[src/rtl/muldiv_seq_pkg.sv]
// Shared RV32 ALU op codes and small decode helpers for the multiply/divide unit.
// Latency: n/a (constants and pure functions only).
// Backpressure: n/a.
package muldiv_seq_pkg;

  // Base integer ALU ops (not handled by the multiply/divide unit)
  localparam logic [4:0] ALU_ADD    = 5'd0;
  localparam logic [4:0] ALU_SUB    = 5'd1;
  localparam logic [4:0] ALU_XOR    = 5'd2;
  localparam logic [4:0] ALU_OR     = 5'd3;
  localparam logic [4:0] ALU_AND    = 5'd4;
  localparam logic [4:0] ALU_SLL    = 5'd5;
  localparam logic [4:0] ALU_SRL    = 5'd6;
  localparam logic [4:0] ALU_SRA    = 5'd7;
  localparam logic [4:0] ALU_SLT    = 5'd8;
  localparam logic [4:0] ALU_SLTU   = 5'd9;

  // RV32M ops
  localparam logic [4:0] ALU_MUL    = 5'd16;
  localparam logic [4:0] ALU_MULH   = 5'd17;
  localparam logic [4:0] ALU_MULHSU = 5'd18;
  localparam logic [4:0] ALU_MULHU  = 5'd19;
  localparam logic [4:0] ALU_DIV    = 5'd20;
  localparam logic [4:0] ALU_DIVU   = 5'd21;
  localparam logic [4:0] ALU_REM    = 5'd22;
  localparam logic [4:0] ALU_REMU   = 5'd23;

  function automatic logic op_is_mul(input logic [4:0] op);
    return (op == ALU_MUL) || (op == ALU_MULH) || (op == ALU_MULHSU) || (op == ALU_MULHU);
  endfunction

  function automatic logic op_is_div(input logic [4:0] op);
    return (op == ALU_DIV) || (op == ALU_DIVU) || (op == ALU_REM) || (op == ALU_REMU);
  endfunction

  // Divide ops that treat both operands as two's complement
  function automatic logic op_div_signed(input logic [4:0] op);
    return (op == ALU_DIV) || (op == ALU_REM);
  endfunction

  // Divide ops that return the remainder rather than the quotient
  function automatic logic op_is_rem(input logic [4:0] op);
    return (op == ALU_REM) || (op == ALU_REMU);
  endfunction

  // Multiply ops where operand a is sign-extended
  function automatic logic op_mul_a_signed(input logic [4:0] op);
    return (op == ALU_MULH) || (op == ALU_MULHSU);
  endfunction

  // Multiply ops where operand b is sign-extended
  function automatic logic op_mul_b_signed(input logic [4:0] op);
    return (op == ALU_MULH);
  endfunction

  // Multiply ops returning the upper half of the product
  function automatic logic op_mul_high(input logic [4:0] op);
    return (op == ALU_MULH) || (op == ALU_MULHSU) || (op == ALU_MULHU);
  endfunction

endpackage

[src/rtl/muldiv_div_step.sv]
// One restoring-division iteration: shift in a dividend bit, trial-subtract the divisor.
// Latency: combinational.
// Backpressure: none; evaluated every cycle, the caller decides when to register.
module muldiv_div_step
  import muldiv_seq_pkg::*;
(
  input  logic [31:0] rem_in,
  input  logic        dvd_bit,
  input  logic [31:0] divisor,
  output logic [31:0] rem_out,
  output logic        q_bit
);

  // The shifted partial remainder needs 33 bits; after a successful
  // subtract (or when no subtract happens) the value is always below the
  // divisor, so the upper bit can be dropped safely.
  logic [32:0] shifted;

  assign shifted = {rem_in, dvd_bit};
  assign q_bit   = (shifted >= {1'b0, divisor});
  assign rem_out = 32'(q_bit ? (shifted - {1'b0, divisor}) : shifted);

endmodule

[src/rtl/muldiv_seq.sv]
// Sequential RV32M multiply/divide unit: MUL_CYCLES-cycle multiply, 32-step restoring divide.
// Latency: MUL_CYCLES+1 multiply, 34 divide, 2 for special/illegal cases (accept edge to done).
// Backpressure: one op at a time; start is ignored while busy, flush aborts without done.
module muldiv_seq
  import muldiv_seq_pkg::*;
#(
  parameter int MUL_CYCLES = 2
)
(
  input  logic        clk,
  input  logic        rst_n,
  input  logic        start,
  input  logic [4:0]  op,
  input  logic [31:0] a,
  input  logic [31:0] b,
  input  logic        flush,
  output logic        ready,
  output logic        busy,
  output logic        done,
  output logic [31:0] result,
  output logic        err
);

  typedef enum logic [2:0] {
    IDLE  = 3'd0,
    MUL   = 3'd1,
    DIV   = 3'd2,
    FIXUP = 3'd3,
    DONE  = 3'd4
  } state_t;

  localparam int                 CNT_W    = 6;
  localparam logic [CNT_W-1:0]   MUL_LAST = CNT_W'(MUL_CYCLES - 1);
  localparam logic [CNT_W-1:0]   DIV_LAST = CNT_W'(31);

  state_t             state;
  logic [4:0]         op_q;
  logic [31:0]        a_q;
  logic [31:0]        b_q;
  logic [31:0]        rem_q;     // partial remainder
  logic [31:0]        quo_q;     // dividend magnitude shifting out, quotient shifting in
  logic [31:0]        dsr_q;     // divisor magnitude
  logic [31:0]        res_q;     // divide-path result chosen in FIXUP
  logic [63:0]        prod_q;
  logic [CNT_W-1:0]   cnt_q;
  logic               neg_quo_q;
  logic               neg_rem_q;
  logic               err_q;

  // Accept-time operand decode
  logic               in_a_neg;
  logic               in_b_neg;
  logic [31:0]        in_a_mag;
  logic [31:0]        in_b_mag;
  logic               in_special;

  // Datapath
  logic [31:0]        step_rem;
  logic               step_q;
  logic [63:0]        mul_ea;
  logic [63:0]        mul_eb;
  logic [63:0]        mul_full;
  logic [31:0]        mul_res;
  logic [31:0]        fix_res;

  assign ready = (state == IDLE);
  assign busy  = (state != IDLE);

  assign in_a_neg   = op_div_signed(op) & a[31];
  assign in_b_neg   = op_div_signed(op) & b[31];
  assign in_a_mag   = in_a_neg ? (32'd0 - a) : a;
  assign in_b_mag   = in_b_neg ? (32'd0 - b) : b;
  assign in_special = (b == 32'd0) ||
                      (op_div_signed(op) && (a == 32'h8000_0000) && (b == 32'hFFFF_FFFF));

  muldiv_div_step u_div_step (
    .rem_in  (rem_q),
    .dvd_bit (quo_q[31]),
    .divisor (dsr_q),
    .rem_out (step_rem),
    .q_bit   (step_q)
  );

  // Extending both operands to 64 bits and keeping the low 64 product bits
  // gives the correct signed, unsigned or mixed product without a wider multiplier.
  assign mul_ea   = {{32{op_mul_a_signed(op_q) & a_q[31]}}, a_q};
  assign mul_eb   = {{32{op_mul_b_signed(op_q) & b_q[31]}}, b_q};
  assign mul_full = mul_ea * mul_eb;
  assign mul_res  = op_mul_high(op_q) ? prod_q[63:32] : prod_q[31:0];

  // Divide-path result selection: illegal op, divide by zero, overflow, then sign fixup
  always_comb begin
    fix_res = 32'd0;
    if (err_q) begin
      fix_res = 32'd0;
    end else if (b_q == 32'd0) begin
      fix_res = op_is_rem(op_q) ? a_q : 32'hFFFF_FFFF;
    end else if (op_div_signed(op_q) && (a_q == 32'h8000_0000) && (b_q == 32'hFFFF_FFFF)) begin
      fix_res = op_is_rem(op_q) ? 32'd0 : 32'h8000_0000;
    end else if (op_is_rem(op_q)) begin
      fix_res = neg_rem_q ? (32'd0 - rem_q) : rem_q;
    end else begin
      fix_res = neg_quo_q ? (32'd0 - quo_q) : quo_q;
    end
  end

  // Control FSM with registered done/result/err; done is raised on the edge leaving DONE
  always_ff @(posedge clk or negedge rst_n) begin
    if (!rst_n) begin
      state     <= IDLE;
      op_q      <= 5'd0;
      a_q       <= 32'd0;
      b_q       <= 32'd0;
      rem_q     <= 32'd0;
      quo_q     <= 32'd0;
      dsr_q     <= 32'd0;
      res_q     <= 32'd0;
      prod_q    <= 64'd0;
      cnt_q     <= '0;
      neg_quo_q <= 1'b0;
      neg_rem_q <= 1'b0;
      err_q     <= 1'b0;
      done      <= 1'b0;
      result    <= 32'd0;
      err       <= 1'b0;
    end else begin
      done <= 1'b0;
      if (flush) begin
        state <= IDLE;
        cnt_q <= '0;
      end else begin
        case (state)
          IDLE: begin
            if (start) begin
              op_q      <= op;
              a_q       <= a;
              b_q       <= b;
              quo_q     <= in_a_mag;
              dsr_q     <= in_b_mag;
              rem_q     <= 32'd0;
              cnt_q     <= '0;
              neg_quo_q <= in_a_neg ^ in_b_neg;
              neg_rem_q <= in_a_neg;
              err_q     <= 1'b0;
              if (op_is_mul(op)) begin
                state <= MUL;
              end else if (op_is_div(op)) begin
                state <= in_special ? FIXUP : DIV;
              end else begin
                state <= FIXUP;
                err_q <= 1'b1;
              end
            end
          end
          MUL: begin
            prod_q <= mul_full;
            if (cnt_q == MUL_LAST) begin
              cnt_q <= '0;
              state <= DONE;
            end else begin
              cnt_q <= cnt_q + 1'b1;
            end
          end
          DIV: begin
            rem_q <= step_rem;
            quo_q <= {quo_q[30:0], step_q};
            if (cnt_q == DIV_LAST) begin
              cnt_q <= '0;
              state <= FIXUP;
            end else begin
              cnt_q <= cnt_q + 1'b1;
            end
          end
          FIXUP: begin
            res_q <= fix_res;
            state <= DONE;
          end
          DONE: begin
            done   <= 1'b1;
            result <= op_is_mul(op_q) ? mul_res : res_q;
            err    <= err_q;
            state  <= IDLE;
          end
          default: begin
            state <= IDLE;
          end
        endcase
      end
    end
  end

endmodule

[config.mk]
export PLATFORM = sky130hd
export DESIGN_NAME = muldiv_seq
export DESIGN_NICKNAME = d
export VERILOG_FILES = /design/src/rtl/muldiv_seq_pkg.sv /design/src/rtl/muldiv_div_step.sv /design/src/rtl/muldiv_seq.sv
export SDC_FILE = /design/constraint.sdc
export NUM_CORES = 2
export LEC_CHECK = 0
export ABC_AREA = 0
export ABC_CLOCK_PERIOD_IN_PS = 7800
export BUFFER_PORTS_ARGS = -buffer_cell sky130_fd_sc_hd__buf_2
export CAP_MARGIN = 30
export CORE_MARGIN = 10
export CORE_UTILIZATION = 45
export DETAILED_ROUTE_END_ITERATION = 16
export MAX_ROUTING_LAYER = met4
export PLACE_DENSITY = 0.71
export SKIP_LAST_GASP = 1
export SLEW_MARGIN = 20
export SYNTH_ARGS = -nofsm -noshare
export SYNTH_HDL_FRONTEND = slang
export SYNTH_SLANG_ARGS = --single-unit
[constraint.sdc]
create_clock -name clk -period 7.8 [get_ports clk]
set_clock_uncertainty 0.05 [all_clocks]
set_input_delay 0 -clock clk [delete_from_list [all_inputs] [get_ports clk]]
set_output_delay 0 -clock clk [all_outputs]
set_load 0.1 [all_outputs]
==> flow_summary.json <==
{
  "worstSetupEndpoint": "prod_q[49]",
  "synth_fa_ha_area_frac": 0.4576,
  "final_common_cell": "nand2_1",
  "cp-end-kind": "flip-flop",
  "slew_violations": 0,
  "syn_area_um2": 56130,
  "synth_edf_count": 0,
  "synthSimpleGateAreaFrac": 0.1742,
  "crit_slowest_cell": "fa_1",
  "path_clk_slew_ns": 0.06,
  "cts_tree": "yes",
  "initialDrtViolationCount": 3630,
  "io_buffer_count": 108,
  "drt_wl_total_um": 178300,
  "cp.required_ns": 8.13,
  "critPathBufInv": 9,
  "final_antenna_net_count": 0,
  "crit_fanout": 12,
  "synth_xor_area_frac": 0.03261,
  "grt_pass1_wl_um": 280800,
  "clkLatencyLatePin_ns": 0.54,
  "cp_num_cells": 31,
  "finalHoldViolations": 0,
  "grt_pass1_vias": 49020,
  "place_congestion": 0.9970,
  "rsz0062_at_grt": "true",
  "relSlewSlack": 0.3058,
  "synth_seq_area_share": 0.1364,
  "vias_per_cell": 5.515,
  "synth_mux_area_frac": 0.005038,
  "die_w_um": 373.2,
  "wl_per_cell_um": 21.23,
  "grtUsageTotal": 0.2633,
  "tightestPinTransition_ns": 1.041,
  "drv_cap": 0,
  "violations": "setup timing",
  "synth_top_family_by_area": "adder cells",
  "status": "finished with violations",
  "hpwlAfterDp_um": 142900,
  "synth_nets": 7901,
  "syn_area_per_cell_um2": 8.700,
  "critPathLaunchType": "flip-flop",
  "reg2reg_slack_ns": -0.05,
  "drcViolationCount": 0,
  "synth.distinct_cells": 82,
  "io_pins": 109,
  "grt_max_degree": 164,
  "critical_path_class": "reg -> reg",
  "yosysWarnings": 0,
  "die_h_um": 373.2,
  "start_util": 0.4534,
  "final_cell_mix": "1260 x nand2_1, 1189 x inv_1, 1117 x fa_1",
  "dieArea_um2": 139200,
  "antenna_found_initial": 6,
  "synth-compound-area-share": 0.08659,
  "cts_made_buffers": 34,
  "post-place-ws_ns": -0.3228,
  "path_delay_family": "adder cells",
  "synth_area_leaders": "fa_1 40%, dfrtp_1 14%, nand2_1 8.5%",
  "syn2layout_area_growth_pct": 14.59,
  "reg2reg_from": "op_q[4]",
  "cp_common_cell": "fa_1",
  "period_needed_ns": 7.854,
  "clock-sinks": 306,
  "cts_buffer_depth": 3,
  "synth_seq_cells": 306,
  "min-delay-path-class": "in -> async",
  "ys.flop_type": "dfrtp_1",
  "post-route-util": 0.5195,
  "htree_levels": 2,
  "rr_worst_depth": 31,
  "core_area_um2": 123800,
  "yosysTopAreaCell": "fa_1",
  "max_stage_delay_ns": 0.56,
  "postLayoutSetupSlackWorst_ns": -0.05389,
  "grt-ovfl-total": 0,
  "final_nets": 8184,
  "fmax_mhz": 127.3,
  "cts-root-buf": "clkbuf_16",
  "arrival_ns": 8.19,
  "synth_top_area_share": 0.4016,
  "min_period_over_period": 1.007,
  "worstSetupStartpoint": "op_q[4]",
  "drt-pass1-iter-count": 7,
  "synthesis.instances": 6451,
  "fp-row-count": 129,
  "setup_viol": 5,
  "async_reset_ff_frac": 1.000,
  "drive_gt1_frac": 0.1165,
  "vias": 46320,
  "timing.rr.end": "prod_q[49]"
}
[per-stage QoR]
stage	TNS, ns	cells	hold slack (ns)	area (um2)
floorplan	0	6451	-0.3456	56220
global placement	-1.049	8247	0.03491	61800
detailed placement	-2.917	8248	0.03406	61810
CTS	-0.1121	8388	0.06348	63940
global route	-3.168	8396	0.1226	64310
finish	-0.2010	8399	0.003401	64320
[sequential cells by signal (all words and copies together), names as in the netlist, 3 cells and up]
name and count:
result 32, quo_q 32, rem_q 32, res_q 32, cnt_q 6, dsr_q 31
prod_q 64, a_q 32, op_q 5, state 3, b_q 32
[final cells by class]
| type | count | area (um2) |
|---|---|---|
| antenna | 5 | 12.51 |
| clock buffer | 53 | 1033 |
| clock inverter | 6 | 58.81 |
| fill | 11180 | 59480 |
| inverter | 1197 | 4498 |
| multi-input combinational | 4542 | 43070 |
| sequential | 306 | 7659 |
| tap | 1637 | 2048 |
| timing repair buffer | 653 | 5939 |
[worst min-delay path by stage]
stage	start	to	slack, ns
6_report	rst_n	dsr_q[30]	0.003
5_1_grt	rst_n	dsr_q[30]	0.12
4_1_cts	rst_n	dsr_q[1]	0.06
3_5_place_dp	rst_n	dsr_q[1]	0.03
3_3_place_gp	rst_n	dsr_q[30]	0.03
2_1_floorplan	rst_n	a_q[0]	-0.35
[layer usage]
metal,global-route usage,up-vias,wire [um],part of all wire
li1,-,20210,-,-
met1,0.3243,23670,69210,0.39
met2,0.4242,1955,84800,0.48
met3,0.03921,483,13790,0.077
met4,0.1280,0,10540,0.059
met5,-,-,0,0
[synthesized netlist by cell type (all sizes together), types with 17 or more instances]
cell type	number
a21o	53
a21oi	153
a31oi	24
and2	377
and3	20
clkbuf	393
dfrtp	306
fa	1126
ha	251
inv	1197
mux2i	26
nand2	1266
nand3	68
nand4	29
nor2	165
nor2b	17
nor3	36
nor4	31
o21ai	362
o31ai	38
o41ai	38
or3	35
xnor2	111
xor2	98
[timing repair]
action | in CTS | in global routing
resized for setup | 60 | 72
endpoints found under the setup margin | 21 | 32
pin swaps | 26 | 28
endpoints found under the hold margin | 235 | 0
buffers inserted | 7 | 6
hold buffers | 74 | 0
gates cloned | 0 | 0
[cells by family (layout without fill, tap and decap cells)]
kind of cell             count (synthesis)  count (layout)
adder cells (fa/ha/maj)               1377            1377
AND/OR/NAND/NOR                       2128            2128
other                                    0               5
AO/OA/AOI/OAI                          800             800
flip-flops                             306             306
buffers and inverters                 1603            1909
XOR/XNOR                               209             209
multiplexers                            28              28
Power is left out: the tool's default activity adds up to more than one toggle a clock period on the data nets, which glitch-free logic cannot reach.
